## config.mk

```make
export PLATFORM = sky130hd
export DESIGN_NAME = conv_sched
export DESIGN_NICKNAME = d
export VERILOG_FILES = /design/src/rtl/conv_sched.sv
export SDC_FILE = /design/constraint.sdc
export NUM_CORES = 1
export LEC_CHECK = 0
export BUFFER_PORTS_ARGS = -buffer_cell sky130_fd_sc_hd__buf_2
export CAP_MARGIN = 25
export CORE_MARGIN = 2
export CORE_UTILIZATION = 54
export CTS_CLUSTER_SIZE = 20
export DETAILED_ROUTE_END_ITERATION = 10
export PLACE_DENSITY_LB_ADDON = 0.05
export SETUP_SLACK_MARGIN = 0.15
export SYNTH_ARGS = -nofsm -noshare
export SYNTH_HDL_FRONTEND = slang
export SYNTH_SLANG_ARGS = --single-unit
export TNS_END_PERCENT = 1
```

## constraint.sdc

```tcl
create_clock -name clk -period 5.4 [get_ports clk]
set_input_delay 0.54 -clock clk [delete_from_list [all_inputs] [get_ports clk]]
set_output_delay 0.54 -clock clk [all_outputs]
set_load 0.1 [all_outputs]
```

## src/rtl/conv_sched.sv

```systemverilog
// conv_sched: single-job scheduler for six converter units.
// Fetches one header word from the input FIFO, decodes it to a unit, starts that
// unit, waits (bounded) for its completion and then emits one output write strobe.
//
// Handshake summary:
//   FIFO side  : rden is a one-cycle strobe raised only in FETCH and only when
//                empty was 0 in the preceding IDLE cycle; datain is taken as
//                valid in the very next cycle (DECODE) and is sampled there only.
//   Unit side  : clk_en is a one-hot, one-cycle start pulse in ISSUE; the unit
//                answers with done[sel] (level or pulse) at any point during
//                WAIT. done from other units is ignored.
//   Output side: wren is a one-cycle strobe in WRITE; app/size stay stable from
//                DECODE until the next DECODE, so they can steer the output mux.
module conv_sched #(
  parameter int DATAIN  = 48,
  parameter int TIMEOUT = 64
) (
  input  logic              clk,
  input  logic              rstn,
  input  logic              empty,
  input  logic [DATAIN-1:0] datain,
  output logic              rden,
  output logic [5:0]        clk_en,
  input  logic [5:0]        done,
  output logic [1:0]        app,
  output logic [2:0]        size,
  output logic              wren,
  output logic              busy,
  output logic              err,
  output logic [15:0]       job_cnt,
  output logic [15:0]       err_cnt,
  output logic [2:0]        dbg_state
);

  // FSM encoding
  localparam logic [2:0] S_IDLE   = 3'd0;
  localparam logic [2:0] S_FETCH  = 3'd1;
  localparam logic [2:0] S_DECODE = 3'd2;
  localparam logic [2:0] S_ISSUE  = 3'd3;
  localparam logic [2:0] S_WAIT   = 3'd4;
  localparam logic [2:0] S_WRITE  = 3'd5;

  // Last WAIT count value before the job is abandoned.
  localparam logic [15:0] TO_LAST = 16'(TIMEOUT - 1);
  localparam logic [15:0] CNT_MAX = 16'hFFFF;

  logic [2:0]  r_state;
  logic [2:0]  w_state_nxt;
  logic        r_armed;
  logic [1:0]  r_app;
  logic [2:0]  r_size;
  logic [5:0]  r_sel_oh;
  logic [15:0] r_wait_cnt;
  logic [15:0] r_job_cnt;
  logic [15:0] r_err_cnt;

  logic [1:0]  w_hdr_app;
  logic [2:0]  w_hdr_size;
  logic        w_dec_valid;
  logic [5:0]  w_dec_sel_oh;
  logic        w_done_sel;
  logic        w_timeout;
  logic        w_err;
  logic        w_unused_payload;

  // Header fields live in the top five bits; the payload is not looked at here.
  assign w_hdr_app        = datain[DATAIN-1:DATAIN-2];
  assign w_hdr_size       = datain[DATAIN-3:DATAIN-5];
  assign w_unused_payload = ^datain[DATAIN-6:0];

  // Map {app,size} to a one-hot unit select; anything unlisted is a decode error.
  always_comb begin
    w_dec_valid  = 1'b0;
    w_dec_sel_oh = 6'b000000;
    case ({w_hdr_app, w_hdr_size})
      5'b00_001: begin w_dec_valid = 1'b1; w_dec_sel_oh = 6'b000001; end
      5'b00_010: begin w_dec_valid = 1'b1; w_dec_sel_oh = 6'b000010; end
      5'b00_011: begin w_dec_valid = 1'b1; w_dec_sel_oh = 6'b100000; end
      5'b01_001: begin w_dec_valid = 1'b1; w_dec_sel_oh = 6'b000100; end
      5'b01_010: begin w_dec_valid = 1'b1; w_dec_sel_oh = 6'b001000; end
      5'b01_011: begin w_dec_valid = 1'b1; w_dec_sel_oh = 6'b010000; end
      default:   begin w_dec_valid = 1'b0; w_dec_sel_oh = 6'b000000; end
    endcase
  end

  // Only the selected unit's completion counts; a timeout loses to a same-cycle done.
  assign w_done_sel = |(done & r_sel_oh);
  assign w_timeout  = (r_wait_cnt == TO_LAST);
  assign w_err      = ((r_state == S_DECODE) && !w_dec_valid) ||
                      ((r_state == S_WAIT) && !w_done_sel && w_timeout);

  // Next-state logic for the single-job sequence.
  always_comb begin
    w_state_nxt = r_state;
    case (r_state)
      S_IDLE:   if (r_armed && !empty) w_state_nxt = S_FETCH;
      S_FETCH:  w_state_nxt = S_DECODE;
      S_DECODE: w_state_nxt = w_dec_valid ? S_ISSUE : S_IDLE;
      S_ISSUE:  w_state_nxt = S_WAIT;
      S_WAIT: begin
        if (w_done_sel)     w_state_nxt = S_WRITE;
        else if (w_timeout) w_state_nxt = S_IDLE;
        else                w_state_nxt = S_WAIT;
      end
      S_WRITE:  w_state_nxt = S_IDLE;
      default:  w_state_nxt = S_IDLE;
    endcase
  end

  // State register; r_armed holds off the first fetch for one cycle after reset release.
  always_ff @(posedge clk or posedge rstn) begin
    if (rstn) begin
      r_state <= S_IDLE;
      r_armed <= 1'b0;
    end else begin
      r_state <= w_state_nxt;
      r_armed <= 1'b1;
    end
  end

  // Capture the job header in DECODE; held until the next DECODE.
  always_ff @(posedge clk or posedge rstn) begin
    if (rstn) begin
      r_app    <= 2'd0;
      r_size   <= 3'd0;
      r_sel_oh <= 6'b000000;
    end else if (r_state == S_DECODE) begin
      r_app    <= w_hdr_app;
      r_size   <= w_hdr_size;
      r_sel_oh <= w_dec_sel_oh;
    end
  end

  // WAIT-cycle counter: cleared while issuing, counts each WAIT cycle.
  always_ff @(posedge clk or posedge rstn) begin
    if (rstn) begin
      r_wait_cnt <= 16'd0;
    end else if (r_state == S_ISSUE) begin
      r_wait_cnt <= 16'd0;
    end else if ((r_state == S_WAIT) && (r_wait_cnt != CNT_MAX)) begin
      r_wait_cnt <= r_wait_cnt + 16'd1;
    end
  end

  // Completed-job counter, saturating.
  always_ff @(posedge clk or posedge rstn) begin
    if (rstn) begin
      r_job_cnt <= 16'd0;
    end else if ((r_state == S_WRITE) && (r_job_cnt != CNT_MAX)) begin
      r_job_cnt <= r_job_cnt + 16'd1;
    end
  end

  // Error counter (decode errors and timeouts), saturating.
  always_ff @(posedge clk or posedge rstn) begin
    if (rstn) begin
      r_err_cnt <= 16'd0;
    end else if (w_err && (r_err_cnt != CNT_MAX)) begin
      r_err_cnt <= r_err_cnt + 16'd1;
    end
  end

  // Strobes are decoded straight from the state register so reset clears them at once.
  assign rden      = (r_state == S_FETCH);
  assign clk_en    = (r_state == S_ISSUE) ? r_sel_oh : 6'b000000;
  assign wren      = (r_state == S_WRITE);
  assign busy      = (r_state != S_IDLE);
  assign err       = w_err;
  assign app       = r_app;
  assign size      = r_size;
  assign job_cnt   = r_job_cnt;
  assign err_cnt   = r_err_cnt;
  assign dbg_state = r_state;

endmodule

```

### Yosys cells after proc, flatten, opt, wreduce, memory -nomap -nowiden

Cells that the tools add are included.
Widths: inputs -> output; s select.

| word-level totals | value |
|---|---|
| logic and storage cells | 54 |
| bits in registers | 63 |
| output and inout bits | 50 |
| bits of input ports | 57 |

| cells by class | value |
|---|---|
| add/sub/neg operators | 3 |
| reductions and logical operators | 16 |
| multiplexer cells | 10 |
| bitwise gates (word level) | 1 |
| equal/unequal tests | 16 |

Operators by type and width:

| operator | count |
|---|---|
| $add 16x1->16 const B | 3 |
| $ne 16x16->1 const B | 3 |
| $pmux 6 s6 | 1 |
| $mux 16 | 2 |
| $eq 16x6->1 const B | 1 |
| $eq 5x4->1 const B | 3 |
| $pmux 3 s5 | 1 |
| $reduce_or 6->1 | 2 |
| $eq 5x2->1 const B | 2 |
| $mux 3 | 3 |
| $logic_and 1x1->1 | 7 |
| $and 6x6->6 | 1 |
| $eq 3x2->1 const B | 2 |
| $eq 3x3->1 const B | 2 |
| $mux 6 | 1 |
| $eq 5x1->1 const B | 1 |
| $eq 3x1->1 const B | 1 |
| $logic_not 1->1 | 3 |
| $logic_not 3->1 | 1 |
| $reduce_bool 3->1 | 1 |
| $mux 2 | 1 |
| $ne 2x2->1 const B | 1 |
| $reduce_bool 2->1 | 1 |
| $logic_or 1x1->1 | 1 |
| $mux 1 | 1 |

### Longest topological paths before layout

| logic depth | value |
|---|---|
| depth in word-level cells | 7 |
| mapped depth | 7 |
| mapped depth without buffers | 7 |

### Least setup slack after synthesis

No wires, ideal clock.

| timing path | value |
|---|---|
| path kind | register to output |
| start point | reg r_state[0], in the netlist dbg_state[0] |
| end point | out rden |
| arrival time | 3.388 ns |
| path slack | 1.472 ns |
| stages on the path, launching flop included | 2 |
| path buffers | 0 |
| data required time | 4.860 ns |
| cell sequence | dfrtp_1 nor3b_1 |

| on the way | value |
|---|---|
| cells in the longest elaborated chain, start to end | 1 |

Ends and longest elaborated chain:

| item | line | text |
|---|---|---|
| from (decl) | 47 | `logic [2:0] r_state;` |
| from (signal assigned) | 116 | `r_state <= w_state_nxt;` |
| $eq 3x1->1 | 164 | `assign rden = (r_state == S_FETCH);` |
| to (decl) | 22 | `output logic rden,` |

No other way between the ends.

### Worst setup path after layout

| timing path | value |
|---|---|
| start point | reg r_state[0], in the netlist dbg_state[0] |
| end point | out clk_en[4] |

| on the way | value |
|---|---|
| cells in the longest elaborated chain, start to end | 2 |

Ends and longest elaborated chain:

| item | line | text |
|---|---|---|
| $eq 3x2->1 | 165 | `assign clk_en = (r_state == S_ISSUE) ? r_sel_oh : 6'b000000;` |
| $mux 6 | 165 |  |
| to (decl) | 23 | `output logic [5:0] clk_en,` |

No other way between the ends.

==> insert_results.sql <==
INSERT INTO impl_metrics (metric_group, metric, value, unit) VALUES
('detailed_routing', 'avgRoutedWirePerCell', '14.20', 'um'),
('clock_tree', 'cts.hold.buffers_added', '0', ''),
('clock_tree', 'clock-sinks', '63', ''),
('worst_setup_path', 'timing.critical_path.required', '4.86', 'ns'),
('logic_synthesis', 'synthesis.instances', '313', ''),
('detailed_routing', 'detailedRoute.firstIterationViolations', '138', ''),
('clock_tree', 'cts_tree', 'yes', ''),
('placement', 'buffer_ports.inserted', '63', ''),
('finish', 'design_area', '3771', 'um^2'),
('worst_setup_path', 'crit_path_cell_trace', 'nand2_1, nor2_1, and2_1, buf_2', ''),
('logic_synthesis', 'postSynth.asyncResetShare', '100.0', '%'),
('logic_synthesis', 'synth_ff_type', 'sky130_fd_sc_hd__dfrtp_1', ''),
('floorplan', 'die_height', '80.64', 'um'),
('grt', 'vias_in_the_first_global_route', '2394', ''),
('clock_tree', 'htreeDepth', '3', ''),
('logic_synthesis', 'seq_area_frac_synth', '49.70', '%'),
('worst_setup_path', 'cp_max_fo', '15', ''),
('finish', 'nets', '442', ''),
('logic_synthesis', 'ys_seq_elements', '63', ''),
('worst_setup_path', 'critical_path_arrival', '2.32', 'ns'),
('floorplan', 'die_width', '80.64', 'um'),
('timing', 'timing.final.setup_violations', '0', ''),
('clock_tree', 'clock_tree.buffer_depth', '2', ''),
('grt', 'grt-ovfl-total', '0', ''),
('worst_setup_path', 'crit_slowest_cell', 'sky130_fd_sc_hd__nor2_1', ''),
('finish', 'antenna_cells', '0', ''),
('worst_setup_path', 'critPathTopFamily', 'simple AND/OR/NAND/NOR gates', ''),
('grt', 'grt_max_degree', '64', ''),
('clock_tree', 'cts_resized', '0', ''),
('finish', 'register_area', '1577', 'um^2'),
('finish', 'multiInputGateArea', '1531', 'um^2'),
('worst_setup_path', 'endpoint_kind', 'primary output', ''),
('outcome', 'run_status', 'complete, no violations', ''),
('floorplan', 'design.die.area', '6503', 'um^2'),
('finish', 'drive_above_1_share', '23.51', '%'),
('detailed_routing', 'wl', '6518', 'um'),
('finish', 'area_growth_syn_to_layout', '18.90', '%'),
('detailed_routing', 'post_route_drc_violation_count', '0', ''),
('placement', 'place.detailed.hpwl', '4473', 'um'),
('timing', 'relSlewSlack', '36.80', '%'),
('clock_tree', 'cts_inserted_buffers', '9', ''),
('logic_synthesis', 'synth_warnings', '0', ''),
('pwr', 'peakVddDrop', '0.5164', 'mV'),
('min_path', 'worst_hold_path_type', 'in -> async', ''),
('logic_synthesis', 'syn_nets', '373', ''),
('placement', 'globalplace.congestion', '0.8144', ''),
('timing', 'layout_worst_path_cycle_share', '52.99', '%'),
('clock_tree', 'cts.clk_slew.worst_paths', '0.07', 'ns'),
('detailed_routing', 'final_antenna_net_count', '0', ''),
('worst_setup_path', 'worst-path-buf-inv', '1', ''),
('timing', 'fmaxAchievable', '349.5', 'MHz'),
('timing', 'hold_viol', '0', ''),
('timing', 'unrepaired_setup_endpoints_after_global_routing', 'no', ''),
('timing', 'layout_min_cycle_time', '2.861', 'ns'),
('job', 'max-cap-violations', '0', ''),
('clock_tree', 'cts_root_buf', 'sky130_fd_sc_hd__clkbuf_8', ''),
('floorplan', 'starting_density_of_the_core', '56.90', '%'),
('floorplan', 'fp.coreArea', '5574', 'um^2'),
('floorplan', 'io_pins', '107', ''),
('floorplan', 'row_count', '27', ''),
('worst_setup_path', 'setup.worst_path.class', 'reg -> out', ''),
('placement', 'placed_area', '3547', 'um^2'),
('logic_synthesis', 'synth_cell_types', '43', ''),
('timing', 'finClkSkew', '0.009610', 'ns'),
('pwr', 'p_per_area', '515.8', 'nW/um^2'),
('finish', 'num-fill-cells', '494', ''),
('logic_synthesis', 'synth_edf_count', '0', ''),
('worst_setup_path', 'cpPeakStageDelay', '0.72', 'ns'),
('worst_setup_path', 'startpoint_type', 'flip-flop', ''),
('worst_setup_path', 'rrSetupSlack', '3.25', 'ns'),
('timing', 'totalNegativeSetupSlack', '0', 'ns');
==> flip-flops by register name (all words and copies together), names as in the netlist <==
name / cells
app: 2
dbg_state: 3
err_cnt: 16
job_cnt: 16
r_armed: 1
r_sel_oh: 6
r_wait_cnt: 16
size: 3
==> cells by family (layout without fill, tap and decap cells) <==
kind of cell | after synthesis | after routing | synth area share (%)
AOI/OAI and AO/OA | 23 | 23 | 4.892
DFF | 63 | 63 | 49.70
other | 1 | 1 | 0.1182
muxes | 11 | 11 | 3.590
buffers and inverters | 13 | 87 | 2.012
and+or+nand+nor | 162 | 162 | 28.28
adders and majority gates | 3 | 3 | 1.184
xor gates and xnor gates | 37 | 37 | 10.22
==> area by class of cell <==
class	count	area share [%]
Inverter	7	0.6967
Clock inverter	3	1.725
Sequential cell	63	41.80
Multi-Input combinational cell	237	40.61
Timing Repair Buffer	64	8.560
Tap cell	72	2.389
Clock buffer	13	4.214
==> Yosys cell counts, types with 2 or more instances <==
cell,count,area [um^2]
sky130_fd_sc_hd__dfrtp_1,63,1577
sky130_fd_sc_hd__nand2_1,50,187.7
sky130_fd_sc_hd__nor2_1,23,86.33
sky130_fd_sc_hd__xnor2_1,20,175.2
sky130_fd_sc_hd__nand3_1,19,95.09
sky130_fd_sc_hd__xor2_1,17,148.9
sky130_fd_sc_hd__nand4_1,14,87.58
sky130_fd_sc_hd__nor3_1,10,50.05
sky130_fd_sc_hd__and3_1,8,50.05
sky130_fd_sc_hd__mux2i_1,8,80.08
sky130_fd_sc_hd__and2_1,7,43.79
sky130_fd_sc_hd__and4_1,7,61.31
sky130_fd_sc_hd__inv_1,7,26.28
sky130_fd_sc_hd__clkbuf_1,4,15.01
sky130_fd_sc_hd__nand3b_1,4,30.03
sky130_fd_sc_hd__nor4_1,4,25.02
sky130_fd_sc_hd__o21ai_0,4,20.02
sky130_fd_sc_hd__o31ai_1,4,30.03
sky130_fd_sc_hd__a211oi_1,3,22.52
sky130_fd_sc_hd__a21oi_1,3,15.01
sky130_fd_sc_hd__a22oi_1,3,22.52
sky130_fd_sc_hd__ha_1,3,37.54
sky130_fd_sc_hd__nor3b_1,3,22.52
sky130_fd_sc_hd__buf_6,2,22.52
sky130_fd_sc_hd__mux2_1,2,22.52
sky130_fd_sc_hd__nand2b_1,2,12.51
sky130_fd_sc_hd__nor3b_2,2,25.02
sky130_fd_sc_hd__nor4_4,2,42.54
==> worst min-delay path, delay by kind of cell <==
kind	cells	cell delay (ns)
buffers and inverters	3	0.73
==> where the power goes <==
group          total, mW  switching (mW)  internal, mW
registers          0.643          0.0934         0.549
clock network      0.465           0.180         0.285
logic              0.838           0.690         0.147
total               1.95           0.964         0.982
==> metrics by stage <==
stage                     hold WS, ns  instances  setup WS, ns  util [%]  total power [mW]
after floorplan                0.4627        313         1.472         -             1.357
after global placement         0.4537        443         2.922     63.64             1.477
after detailed placement       0.4689        443         2.874     63.64             1.493
after CTS                      0.4178        459         2.506     67.65             1.956
after global routing           0.4336        459         2.367     67.65             2.037
final                          0.4196        459         2.539     67.65             1.945
==> final timing paths <==
kind | start | end | cells after the start
worst min register to register | size[1]$_DFFE_PP0P_ | size[1]$_DFFE_PP0P_ | 2
max in group asynchronous | rstn | r_sel_oh[4]$_DFFE_PP0P_ | 3
min in group clk | datain[47] | app[1]$_DFFE_PP0P_ | 3
worst min-delay path | rstn | job_cnt[12]$_DFFE_PP0P_ | 3
worst max-delay path | dbg_state[0]$_DFFE_PP0P_ | clk_en[4] | 4
worst max register to register | job_cnt[0]$_DFFE_PP0P_ | job_cnt[15]$_DFFE_PP0P_ | 6
==> per-layer routing <==
metal | GRT usage, % | share of wire, % | vias up
met5 | 0 | 0 | -
met3 | 5.618 | 4.4 | 9
met1 | 28.49 | 47 | 1192
met4 | 8.983 | 1.3 | 0
met2 | 34.92 | 47 | 55
li1 | - | - | 1246
Power figures use the tool's default switching activity.
